===== src/rtl/uart_rx_cfg_pkg.sv =====
// Shared definitions for the configurable UART receiver: FSM state encodings,
// parity_mode encodings and a constant-evaluable ceil(log2) helper.
package uart_rx_cfg_pkg;

    typedef enum logic [2:0] {
        ST_IDLE      = 3'd0,
        ST_START     = 3'd1,
        ST_DATA      = 3'd2,
        ST_PARITY    = 3'd3,
        ST_STOP      = 3'd4,
        ST_WAIT_IDLE = 3'd5
    } rx_state_t;

    localparam logic [1:0] PM_NONE     = 2'b00;
    localparam logic [1:0] PM_EVEN     = 2'b01;
    localparam logic [1:0] PM_ODD      = 2'b10;
    localparam logic [1:0] PM_NONE_ALT = 2'b11;

    function automatic int clog2(input int value);
        int result;
        result = 0;
        for (int i = 0; i < 31; i++) begin
            if ((1 << i) < value) begin
                result = i + 1;
            end
        end
        return result;
    endfunction

endpackage


===== src/rtl/uart_rx_fifo.sv =====
// First-word-fall-through receive FIFO; head reads as zero while empty so the
// outputs are clean out of reset. Pointers carry one extra wrap bit.
module uart_rx_fifo
    import uart_rx_cfg_pkg::*;
#(
    parameter int WIDTH = 10,
    parameter int DEPTH = 4
) (
    input  logic             tick,
    input  logic             reset,
    input  logic             push,
    input  logic [WIDTH-1:0] push_data,
    input  logic             ready,
    output logic             full,
    output logic             valid,
    output logic             pop,
    output logic [WIDTH-1:0] head
);

    localparam int AW = clog2(DEPTH);

    logic [AW:0]      wr_ptr_reg;
    logic [AW:0]      rd_ptr_reg;
    logic [WIDTH-1:0] mem [DEPTH];
    logic             empty;
    logic             wr_en;

    assign empty = (wr_ptr_reg == rd_ptr_reg);
    assign full  = (wr_ptr_reg[AW] != rd_ptr_reg[AW]) &&
                   (wr_ptr_reg[AW-1:0] == rd_ptr_reg[AW-1:0]);
    assign valid = !empty;
    assign pop   = valid && ready;
    // A pop on the same tick frees the slot, so a push into a full FIFO still lands.
    assign wr_en = push && (!full || pop);
    assign head  = empty ? '0 : mem[rd_ptr_reg[AW-1:0]];

    always_ff @(posedge tick) begin
        if (wr_en) begin
            mem[wr_ptr_reg[AW-1:0]] <= push_data;
        end
    end

    always_ff @(posedge tick or negedge reset) begin
        if (!reset) begin
            wr_ptr_reg <= '0;
            rd_ptr_reg <= '0;
        end else begin
            if (wr_en) begin
                wr_ptr_reg <= wr_ptr_reg + 1'b1;
            end
            if (pop) begin
                rd_ptr_reg <= rd_ptr_reg + 1'b1;
            end
        end
    end

endmodule


===== src/rtl/uart_rx_cfg.sv =====
// Oversampling UART receiver with per-frame parity mode, stop-bit checking,
// break detection and a small FWFT receive FIFO.
module uart_rx_cfg
    import uart_rx_cfg_pkg::*;
#(
    parameter int DATA_BITS  = 8,
    parameter int OVERSAMPLE = 16,
    parameter int STOP_BITS  = 1,
    parameter int FIFO_DEPTH = 4
) (
    input  logic                 tick,
    input  logic                 reset,
    input  logic                 rx,
    input  logic [1:0]           parity_mode,
    output logic [DATA_BITS-1:0] data,
    output logic                 frame_err,
    output logic                 parity_err,
    output logic                 valid,
    input  logic                 ready,
    output logic                 overrun,
    output logic                 break_det,
    output logic [2:0]           state
);

    localparam int CW = clog2(OVERSAMPLE);
    localparam int BW = clog2(DATA_BITS + 1);
    localparam logic [CW-1:0] HALF_LAST = CW'(OVERSAMPLE / 2 - 1);
    localparam logic [CW-1:0] BIT_LAST  = CW'(OVERSAMPLE - 1);

    rx_state_t              state_reg, state_next;
    logic [CW-1:0]          cnt_reg, cnt_next;
    logic [BW-1:0]          bit_cnt_reg, bit_cnt_next;
    logic [DATA_BITS-1:0]   shift_reg, shift_next;
    logic [1:0]             mode_reg, mode_next;
    logic                   pbit_reg, pbit_next;
    logic                   ferr_reg, ferr_next;
    logic                   sync1_reg, rxs_reg, rxs_d1_reg, rxs_d2_reg;
    logic                   overrun_reg, break_reg;
    logic                   maj, sample, parity_en, perr, push, brk;
    logic                   fifo_full, fifo_pop;
    logic [DATA_BITS+1:0]   push_word, head_word;

    assign maj       = (rxs_reg & rxs_d1_reg) | (rxs_reg & rxs_d2_reg) | (rxs_d1_reg & rxs_d2_reg);
    assign sample    = (cnt_reg == BIT_LAST);
    assign parity_en = (mode_reg == PM_EVEN) || (mode_reg == PM_ODD);
    assign perr      = parity_en && (((^shift_reg) ^ pbit_reg) != (mode_reg == PM_ODD));
    assign push_word = {perr, ferr_reg | ~maj, shift_reg};

    always_comb begin
        state_next   = state_reg;
        cnt_next     = cnt_reg + 1'b1;
        bit_cnt_next = bit_cnt_reg;
        shift_next   = shift_reg;
        mode_next    = mode_reg;
        pbit_next    = pbit_reg;
        ferr_next    = ferr_reg;
        push         = 1'b0;
        brk          = 1'b0;
        case (state_reg)
            ST_IDLE: begin
                cnt_next = '0;
                if (!rxs_reg) begin
                    state_next   = ST_START;
                    bit_cnt_next = '0;
                    mode_next    = parity_mode;
                    pbit_next    = 1'b0;
                    ferr_next    = 1'b0;
                end
            end
            ST_START: begin
                if (cnt_reg == HALF_LAST) begin
                    cnt_next   = '0;
                    state_next = rxs_reg ? ST_IDLE : ST_DATA;
                end
            end
            ST_DATA: begin
                if (sample) begin
                    cnt_next   = '0;
                    shift_next = {maj, shift_reg[DATA_BITS-1:1]};
                    if (bit_cnt_reg == BW'(DATA_BITS - 1)) begin
                        bit_cnt_next = '0;
                        state_next   = parity_en ? ST_PARITY : ST_STOP;
                    end else begin
                        bit_cnt_next = bit_cnt_reg + 1'b1;
                    end
                end
            end
            ST_PARITY: begin
                if (sample) begin
                    cnt_next   = '0;
                    pbit_next  = maj;
                    state_next = ST_STOP;
                end
            end
            ST_STOP: begin
                if (sample) begin
                    cnt_next = '0;
                    // pbit_reg is cleared per frame, so it reads 0 when no parity bit exists
                    if (bit_cnt_reg == '0 && !maj && shift_reg == '0 && !pbit_reg) begin
                        brk        = 1'b1;
                        state_next = ST_WAIT_IDLE;
                    end else if (bit_cnt_reg == BW'(STOP_BITS - 1)) begin
                        push       = 1'b1;
                        state_next = (ferr_reg || !maj) ? ST_WAIT_IDLE : ST_IDLE;
                    end else begin
                        bit_cnt_next = bit_cnt_reg + 1'b1;
                        ferr_next    = ferr_reg | ~maj;
                    end
                end
            end
            ST_WAIT_IDLE: begin
                cnt_next = '0;
                if (rxs_reg) begin
                    state_next = ST_IDLE;
                end
            end
            default: begin
                state_next = ST_IDLE;
            end
        endcase
    end

    always_ff @(posedge tick or negedge reset) begin
        if (!reset) begin
            state_reg   <= ST_IDLE;
            cnt_reg     <= '0;
            bit_cnt_reg <= '0;
            shift_reg   <= '0;
            mode_reg    <= PM_NONE;
            pbit_reg    <= 1'b0;
            ferr_reg    <= 1'b0;
            sync1_reg   <= 1'b1;
            rxs_reg     <= 1'b1;
            rxs_d1_reg  <= 1'b1;
            rxs_d2_reg  <= 1'b1;
            overrun_reg <= 1'b0;
            break_reg   <= 1'b0;
        end else begin
            state_reg   <= state_next;
            cnt_reg     <= cnt_next;
            bit_cnt_reg <= bit_cnt_next;
            shift_reg   <= shift_next;
            mode_reg    <= mode_next;
            pbit_reg    <= pbit_next;
            ferr_reg    <= ferr_next;
            sync1_reg   <= rx;
            rxs_reg     <= sync1_reg;
            rxs_d1_reg  <= rxs_reg;
            rxs_d2_reg  <= rxs_d1_reg;
            overrun_reg <= push && fifo_full && !fifo_pop;
            break_reg   <= brk;
        end
    end

    uart_rx_fifo #(
        .WIDTH (DATA_BITS + 2),
        .DEPTH (FIFO_DEPTH)
    ) u_fifo (
        .tick      (tick),
        .reset     (reset),
        .push      (push),
        .push_data (push_word),
        .ready     (ready),
        .full      (fifo_full),
        .valid     (valid),
        .pop       (fifo_pop),
        .head      (head_word)
    );

    assign data       = head_word[DATA_BITS-1:0];
    assign frame_err  = head_word[DATA_BITS];
    assign parity_err = head_word[DATA_BITS+1];
    assign overrun    = overrun_reg;
    assign break_det  = break_reg;
    assign state      = state_reg;

endmodule


===== config.mk =====
export PLATFORM = sky130hd
export DESIGN_NAME = uart_rx_cfg
export DESIGN_NICKNAME = d
export VERILOG_FILES = /design/src/rtl/uart_rx_cfg_pkg.sv /design/src/rtl/uart_rx_fifo.sv /design/src/rtl/uart_rx_cfg.sv
export SDC_FILE = /design/constraint.sdc
export NUM_CORES = 1
export LEC_CHECK = 0
export ABC_AREA = 1
export BUFFER_PORTS_ARGS = -buffer_cell sky130_fd_sc_hd__buf_2
export CORE_UTILIZATION = 47
export DETAILED_ROUTE_END_ITERATION = 8
export PLACE_DENSITY = 0.65
export RECOVER_POWER = 25
export SLEW_MARGIN = 20
export SYNTH_ARGS = -nofsm -noshare
export SYNTH_HDL_FRONTEND = slang
export SYNTH_SLANG_ARGS = --single-unit

===== constraint.sdc =====
create_clock -name tick -period 2.9 [get_ports tick]
set_clock_uncertainty 0.05 [all_clocks]
set_input_delay 0.435 -clock tick [delete_from_list [all_inputs] [get_ports tick]]
set_output_delay 0.435 -clock tick [all_outputs]
set_load 0.005 [all_outputs]

==> reports/metrics.yaml, run 1 <==
path_buf_inv: 3
core_mm2: 0.00721
drc_errors: 0
rsz0062_at_grt: "no"
start_kind: "flop"
avgSynthCellArea_um2: 9.66
hold_viol: 0
critPathRequiredTime_ns: 2.41
finalSetupViolations: 0
n_fill_cell: 669
power_leakage_nw: 1.76
cts_tree: "built"
vias: 2461
cts_setup_buffers: 0
crit_family: "simple AND/OR/NAND/NOR gates"
dieWidth_um: 88.4
syn-cell-area_mm2: 0.00351
max_stage_delay_ns: 0.58
synth_xor_area_frac: 0.0225
clockBufferDepth: 2
dr.pass1.iters: 4
die_y_um: 88.4
die-area_mm2: 0.00781
drt-initial-drc-count: 141
viasPerCell: 4.96
peakVddDrop_mv: 0.415
cp_data_arrival_time_ns: 2.09
status: "complete, but fails checks"
overflow: 0
synth_compound_area_frac: 0.0874
portBuffers: 21
tightest_slew_ns: 1.89
yosys_warnings: 0
critPathCaptureType: "output pin"
grt_usage: 0.183
pre_cts_ws_ns: 0.703
synthSimpleGateAreaFrac: 0.187
power_density_mw_per_mm2: 826
synth_top_family_by_area: "simple AND/OR/NAND/NOR gates"
period_share: 0.886
worstSetupPathType: "reg2out"
gp_congestion: 0.879
synthAdderAreaFrac: 0.0464
antenna_found_initial: 0
violations: "capacitance limit, slew limit"
slew_viol_final: 36
drv_cap: 1
diodes: 0
area_growth_pct: 13.1
synthCells: 363
numCtsBuffers: 9
slew_headroom: -0.263
wire_per_inst_um: 12.8
timing.fmax_ghz: 0.389
hpwl_mm: 4.42
wirelength_mm: 6.37
ant_nets: 0
nets: 411
drive_above_1_share: 0.149
initial_core_util: 0.486
ys_ff_latch: 75
largest_reg_flops: 40
synth_fp_nets: 382
cpMaxStageDelayCell: "dfrtp_1"
totalPowerFinal_w: 0.00327
num_io_pins: 22
fp-row-count: 31
ys_seq_area_frac: 0.594
min_path_type: "in2reg"
grt_pass1_wl_mm: 10.5
grt_max_degree: 36
cts_resized: 0
path_common_cell: "nand2_1"
grt_pass1_vias: 2248
critPathMaxFanout: 13
layout_min_cycle_time_ns: 2.57
synth_cell_types: 28
cts.sinks: 75
worstPathCellList: "inv_1 -> nand2_1 -> nand2_1 -> nor2_1 -> nand2_1 -> nand2_1 -> inv_1 -> buf_2"
cts_root_buf: "clkbuf_8"
fin_ws_ns: 0.330
tns_ns: 0
yosys-mux-area-fraction: 0.00321
htree_levels: 3
cts.clk_slew.worst_paths_ns: 0.08
clkLatencyLatePin_ns: 0.34
postCtsHoldBufs: 0
## synth_stat cells, drive strengths merged
library cell	number	area (µm²)
nand3b	1	7.51
edfxtp	40	1200
dfrtp	31	776
nor2	46	203
o22ai	10	62.6
ha	13	163
a21oi	4	20.0
mux2	1	11.3
xnor2	2	17.5
o21ai	44	224
inv	46	173
dfstp	4	105
xor2	7	61.3
buf	1	5.00
clkinv	1	3.75
nand2	85	329
nand4	1	6.26
clkbuf	7	26.3
nand3	14	75.1
nor3	5	36.3
## cell families after synthesis
family,count (synthesis)
adder cells (fa/ha/maj),13
flip-flops,75
XOR/XNOR,9
multiplexers,1
buffers and inverters,55
AO/OA/AOI/OAI,58
AND/OR/NAND/NOR,152
## cells in the final DEF, fill, tap and decap left out
master     instances
dfstp_1            1
clkbuf_1           1
nand2_2            4
xnor2_1            2
xor2_1             7
edfxtp_1          40
clkinv_4           3
mux2_2             1
o21ai_0           38
inv_1             44
nand3_2            1
clkbuf_8           9
nor2_2             3
buf_2             20
nor3_4             1
dfstp_2            3
o21ai_1            5
nor3_1             4
nand2_1           81
nor2_1            40
dfrtp_1           31
bufinv_16          2
o22ai_1           10
clkinv_1           2
buf_4              5
inv_2              2
nand3_1           13
nand4_1            1
ha_1              13
nor2_4             3
o21ai_2            1
inv_8              1
a21oi_1            4
nand3b_1           1
## per-layer routing
layer / routed length (µm) / vias up / global-route usage
met1: 3080 / 1148 / 0.241
li1: - / 1250 / -
met4: 142 / 0 / 0.0938
met3: 219 / 13 / 0.0308
met5: 0 / - / 0
met2: 2920 / 50 / 0.293
## final cells by class
class	count	area, µm²	area share
flip-flops and latches	75	2080	0.525
clock buffers	9	124	0.0312
well taps	99	124	0.0312
repair buffers	26	141	0.0357
inverters	47	176	0.0445
multi-input cells	233	1220	0.307
clock inverters	7	101	0.0256
## final timing paths
kind                                      startpoint                   end  slack, ns  cells after the start
worst max-delay path            u_fifo.rd_ptr_reg[1]             frame_err       0.33                      8
worst min-delay path                              rx             sync1_reg       0.13                      1
worst max register to register        bit_cnt_reg[0]      u_fifo.mem[3][8]       0.83                      8
worst min register to register             sync1_reg               rxs_reg       0.31                      0
max in group asynchronous                      reset              state[0]       1.15                      1
min in group asynchronous                      reset  u_fifo.rd_ptr_reg[0]       0.55                      1
## where the power goes
| part | switching, W | internal [W] | leakage, nW |
|---|---|---|---|
| registers | 0.000109 | 0.00121 | 0.812 |
| clock network | 0.000393 | 0.000491 | 0.113 |
| logic | 0.000676 | 0.000397 | 0.838 |
## per-stage QoR
stage               cells  area [µm²]  utilization  hold slack (ns)
global placement      480        3740        0.519            0.296
finish                496        3970        0.550            0.129
global route          496        3970        0.550            0.113
CTS                   496        3970        0.550            0.112
detailed placement    480        3740        0.519            0.297
floorplan             363        3510            -           0.0894
Note: power is estimated with default switching activity, not from simulation.
==> run 2: changes to the inputs <==
--- a/config.mk
+++ b/config.mk
@@ -5,7 +5,6 @@
 export SDC_FILE = /design/constraint.sdc
 export NUM_CORES = 1
 export LEC_CHECK = 0
-export ABC_AREA = 1
 export BUFFER_PORTS_ARGS = -buffer_cell sky130_fd_sc_hd__buf_2
 export CORE_UTILIZATION = 47
 export DETAILED_ROUTE_END_ITERATION = 8
==> run 2 against run 1 <==
  * The run still ends with capacitance limit, slew limit left
  * Maximum frequency grew 6.7%
  * Clock power fell by 17%
  * Total power is 12% lower
  * Flip-flop and latch count stayed put
  * Count of clock-buffer cells in the layout is 1 higher
  * Design area down 4.2%
  * Cell count decreased by 22%
  * Routed wire length decreased by 9.8%
  * Register-to-register slack got worse by 0.34 ns
  * Via count decreased by 18%
  * Setup slack improved by 0.16 ns
  * Critical path depth is 3 lower
==> reports/metrics.yaml, run 2 <==
final_cell_mix: "edfxtp_1, dfrtp_1, nand2_1"
hpwl_mm: 3.86  # -13%
placed_cells: 369  # -23%
clockBufferDepth: 2  # unchanged
cts.clk_slew.worst_paths_ns: 0.08  # about the same
cts_resized: 0  # unchanged
rsz0062_at_grt: "no"
layout_min_cycle_time_ns: 2.41  # -0.161 ns
diodes: 0  # unchanged
dpl-instance-area_mm2: 0.00362  # -3.2%
synthCells: 258  # -29%
finalSetupViolations: 0  # unchanged
synth_commonest_cells: "edfxtp_1, dfrtp_1, nand2_1"
power_leakage_nw: 1.41  # -20%
numCtsBuffers: 9  # unchanged
tns_ns: 0  # unchanged
grt_usage: 0.170  # -0.0131
ys_top_cells_by_area: "edfxtp_1, dfrtp_1, mux4_2"
n_fill_cell: 599  # -10%
htree_levels: 3  # unchanged
crit_family: "simple AND/OR/NAND/NOR gates"
syn-cell-area_mm2: 0.00341  # -2.7%
drv_cap: 1  # unchanged
final_cells: 385  # -22%
wire_per_inst_um: 14.9  # +16%
grt_pass1_wl_mm: 9.55  # -8.7%
final_util: 0.550  # about the same
ys_ff_latch: 75  # unchanged
gp_congestion: 0.756  # -14%
start_kind: "flop"
fp-row-count: 30  # -3.2%
path_buf_inv: 0  # -3
worstSetupPathType: "reg2reg"
synth_cell_types: 45  # +61%
slew_headroom: -0.283  # -0.0198
viasPerCell: 5.23  # +5.3%
dr.pass1.iters: 4  # unchanged
largest_reg_flops: 40  # unchanged
dieWidth_um: 87.2  # -1.3%
violations: "capacitance limit, slew limit"
area_growth_pct: 11.3
yosys_warnings: 0  # unchanged
critPathRequiredTime_ns: 2.84  # +0.43 ns
postCtsHoldBufs: 0  # unchanged
hold_viol: 0  # unchanged
power_density_mw_per_mm2: 761  # -7.9%
max_stage_delay_ns: 0.52  # -0.06 ns
overflow: 0  # unchanged
synth_fp_nets: 277  # -27%
ant_nets: 0  # unchanged
initial_core_util: 0.494  # +0.00807
tightest_slew_ns: 1.92  # +0.0296 ns
worstPathCellList: "ha_1 -> and3_1 -> nand3_1 -> nor3b_2 -> and2_1"
cts_setup_buffers: 0  # unchanged
netlist.area_leader.share: 0.352  # +0.00942
dominantRegCellSynth: "edfxtp_1"
cts_tree: "built"
yosysTopAreaCell: "edfxtp_1"
slew_viol_final: 36  # unchanged
antenna_found_initial: 0  # unchanged
synth_edf_count: 40  # unchanged
status: "complete, but fails checks"
cpMaxStageDelayCell: "and2_1"
seqCellArea_mm2: 0.00208  # unchanged
ys_seq_area_frac: 0.610  # +0.0163
grt_max_degree: 36  # unchanged
final_common_cell: "edfxtp_1"
cts.sinks: 75  # unchanged
core_mm2: 0.00691  # -4.3%
die_y_um: 87.2  # -1.3%
post-route-cell-area_mm2: 0.00380  # -4.2%
portBuffers: 21  # unchanged
clkLatencyLatePin_ns: 0.35  # about the same
cts_root_buf: "clkbuf_8"
min_path_type: "in2reg"
die-area_mm2: 0.00760  # -2.6%
critPathMaxFanout: 11  # -2
peakVddDrop_mv: 0.381  # -8.2%
critPathCaptureType: "flop"
num_io_pins: 22  # unchanged
period_share: 0.831  # -0.0557
timing.fmax_ghz: 0.415  # +6.7%
nets: 303  # -26%
cp_data_arrival_time_ns: 2.35  # +0.26 ns
drc_errors: 0  # unchanged
grt_pass1_vias: 1969  # -12%
drt-initial-drc-count: 108  # -23%
avgSynthCellArea_um2: 13.2  # +37%
vias: 2012  # -18%
wirelength_mm: 5.74  # -9.8%
async_flop_share: 0.467  # unchanged
multi_input_comb_area_mm2: 0.00123  # +1.0%
drive_above_1_share: 0.208  # +0.0590
yosysMostFrequentCell: "edfxtp_1"
-- run 2: final timing paths --
path | to | startpoint | slack (ns) | cells after the start
hold reg to reg | rxs_reg | sync1_reg | 0.31 | 0
min in group asynchronous | shift_reg[5] | reset | 0.57 | 1
setup reg to reg | u_fifo.mem[3][9] | cnt_reg[0] | 0.49 | 5
setup / recovery | u_fifo.mem[3][9] | cnt_reg[0] | 0.49 | 5
max in group asynchronous | cnt_reg[3] | reset | 1.13 | 1
hold / removal | sync1_reg | rx | 0.13 | 1
-- run 2: worst register-to-register path, delay by kind of cell (launching register included) --
| family | cells | cell delay [ns] |
|---|---|---|
| adders and majority gates | 1 | 0.21 |
| DFF | 1 | 0.37 |
| and+or+nand+nor | 4 | 1.41 |
-- run 2: through the flow --
stage               power (W)  setup WS [ns]  hold slack, ns
finish                0.00289          0.491           0.130
detailed placement    0.00219          0.507           0.299
CTS                   0.00291          0.447           0.117
global placement      0.00217          0.571           0.296
floorplan             0.00193          0.817          0.0894
global route          0.00307          0.283           0.113
-- run 2: per-layer routing --
layer	vias to the layer above	share of wire	GRT usage
li1	976	-	-
met1	990	0.48	0.229
met2	42	0.47	0.266
met3	4	0.037	0.0474
met4	0	0.012	0.0611
met5	-	0	0
-- run 2: power by group --
part           switching [W]  internal [W]  total (W)
Clock               0.000411      0.000320   0.000731
Combinational       0.000446      0.000420   0.000866
Sequential         0.0000885       0.00120    0.00129
-- run 2: logic make-up after synthesis --
group / count (synthesis) / synth area share
XOR/XNOR: 15 / 0.0385
AND/OR/NAND/NOR: 86 / 0.137
buffers and inverters: 25 / 0.0297
multiplexers: 12 / 0.0726
AO/OA/AOI/OAI: 30 / 0.0583
flip-flops: 75 / 0.610
adder cells (fa/ha/maj): 15 / 0.0535
-- run 2: final cells by class --
type / instances / area share
inverter: 15 / 0.0148
clock inverter: 6 / 0.0132
clock buffer: 10 / 0.0336
tap: 96 / 0.0316
multi-input combinational: 158 / 0.323
timing repair buffer: 25 / 0.0352
sequential: 75 / 0.548
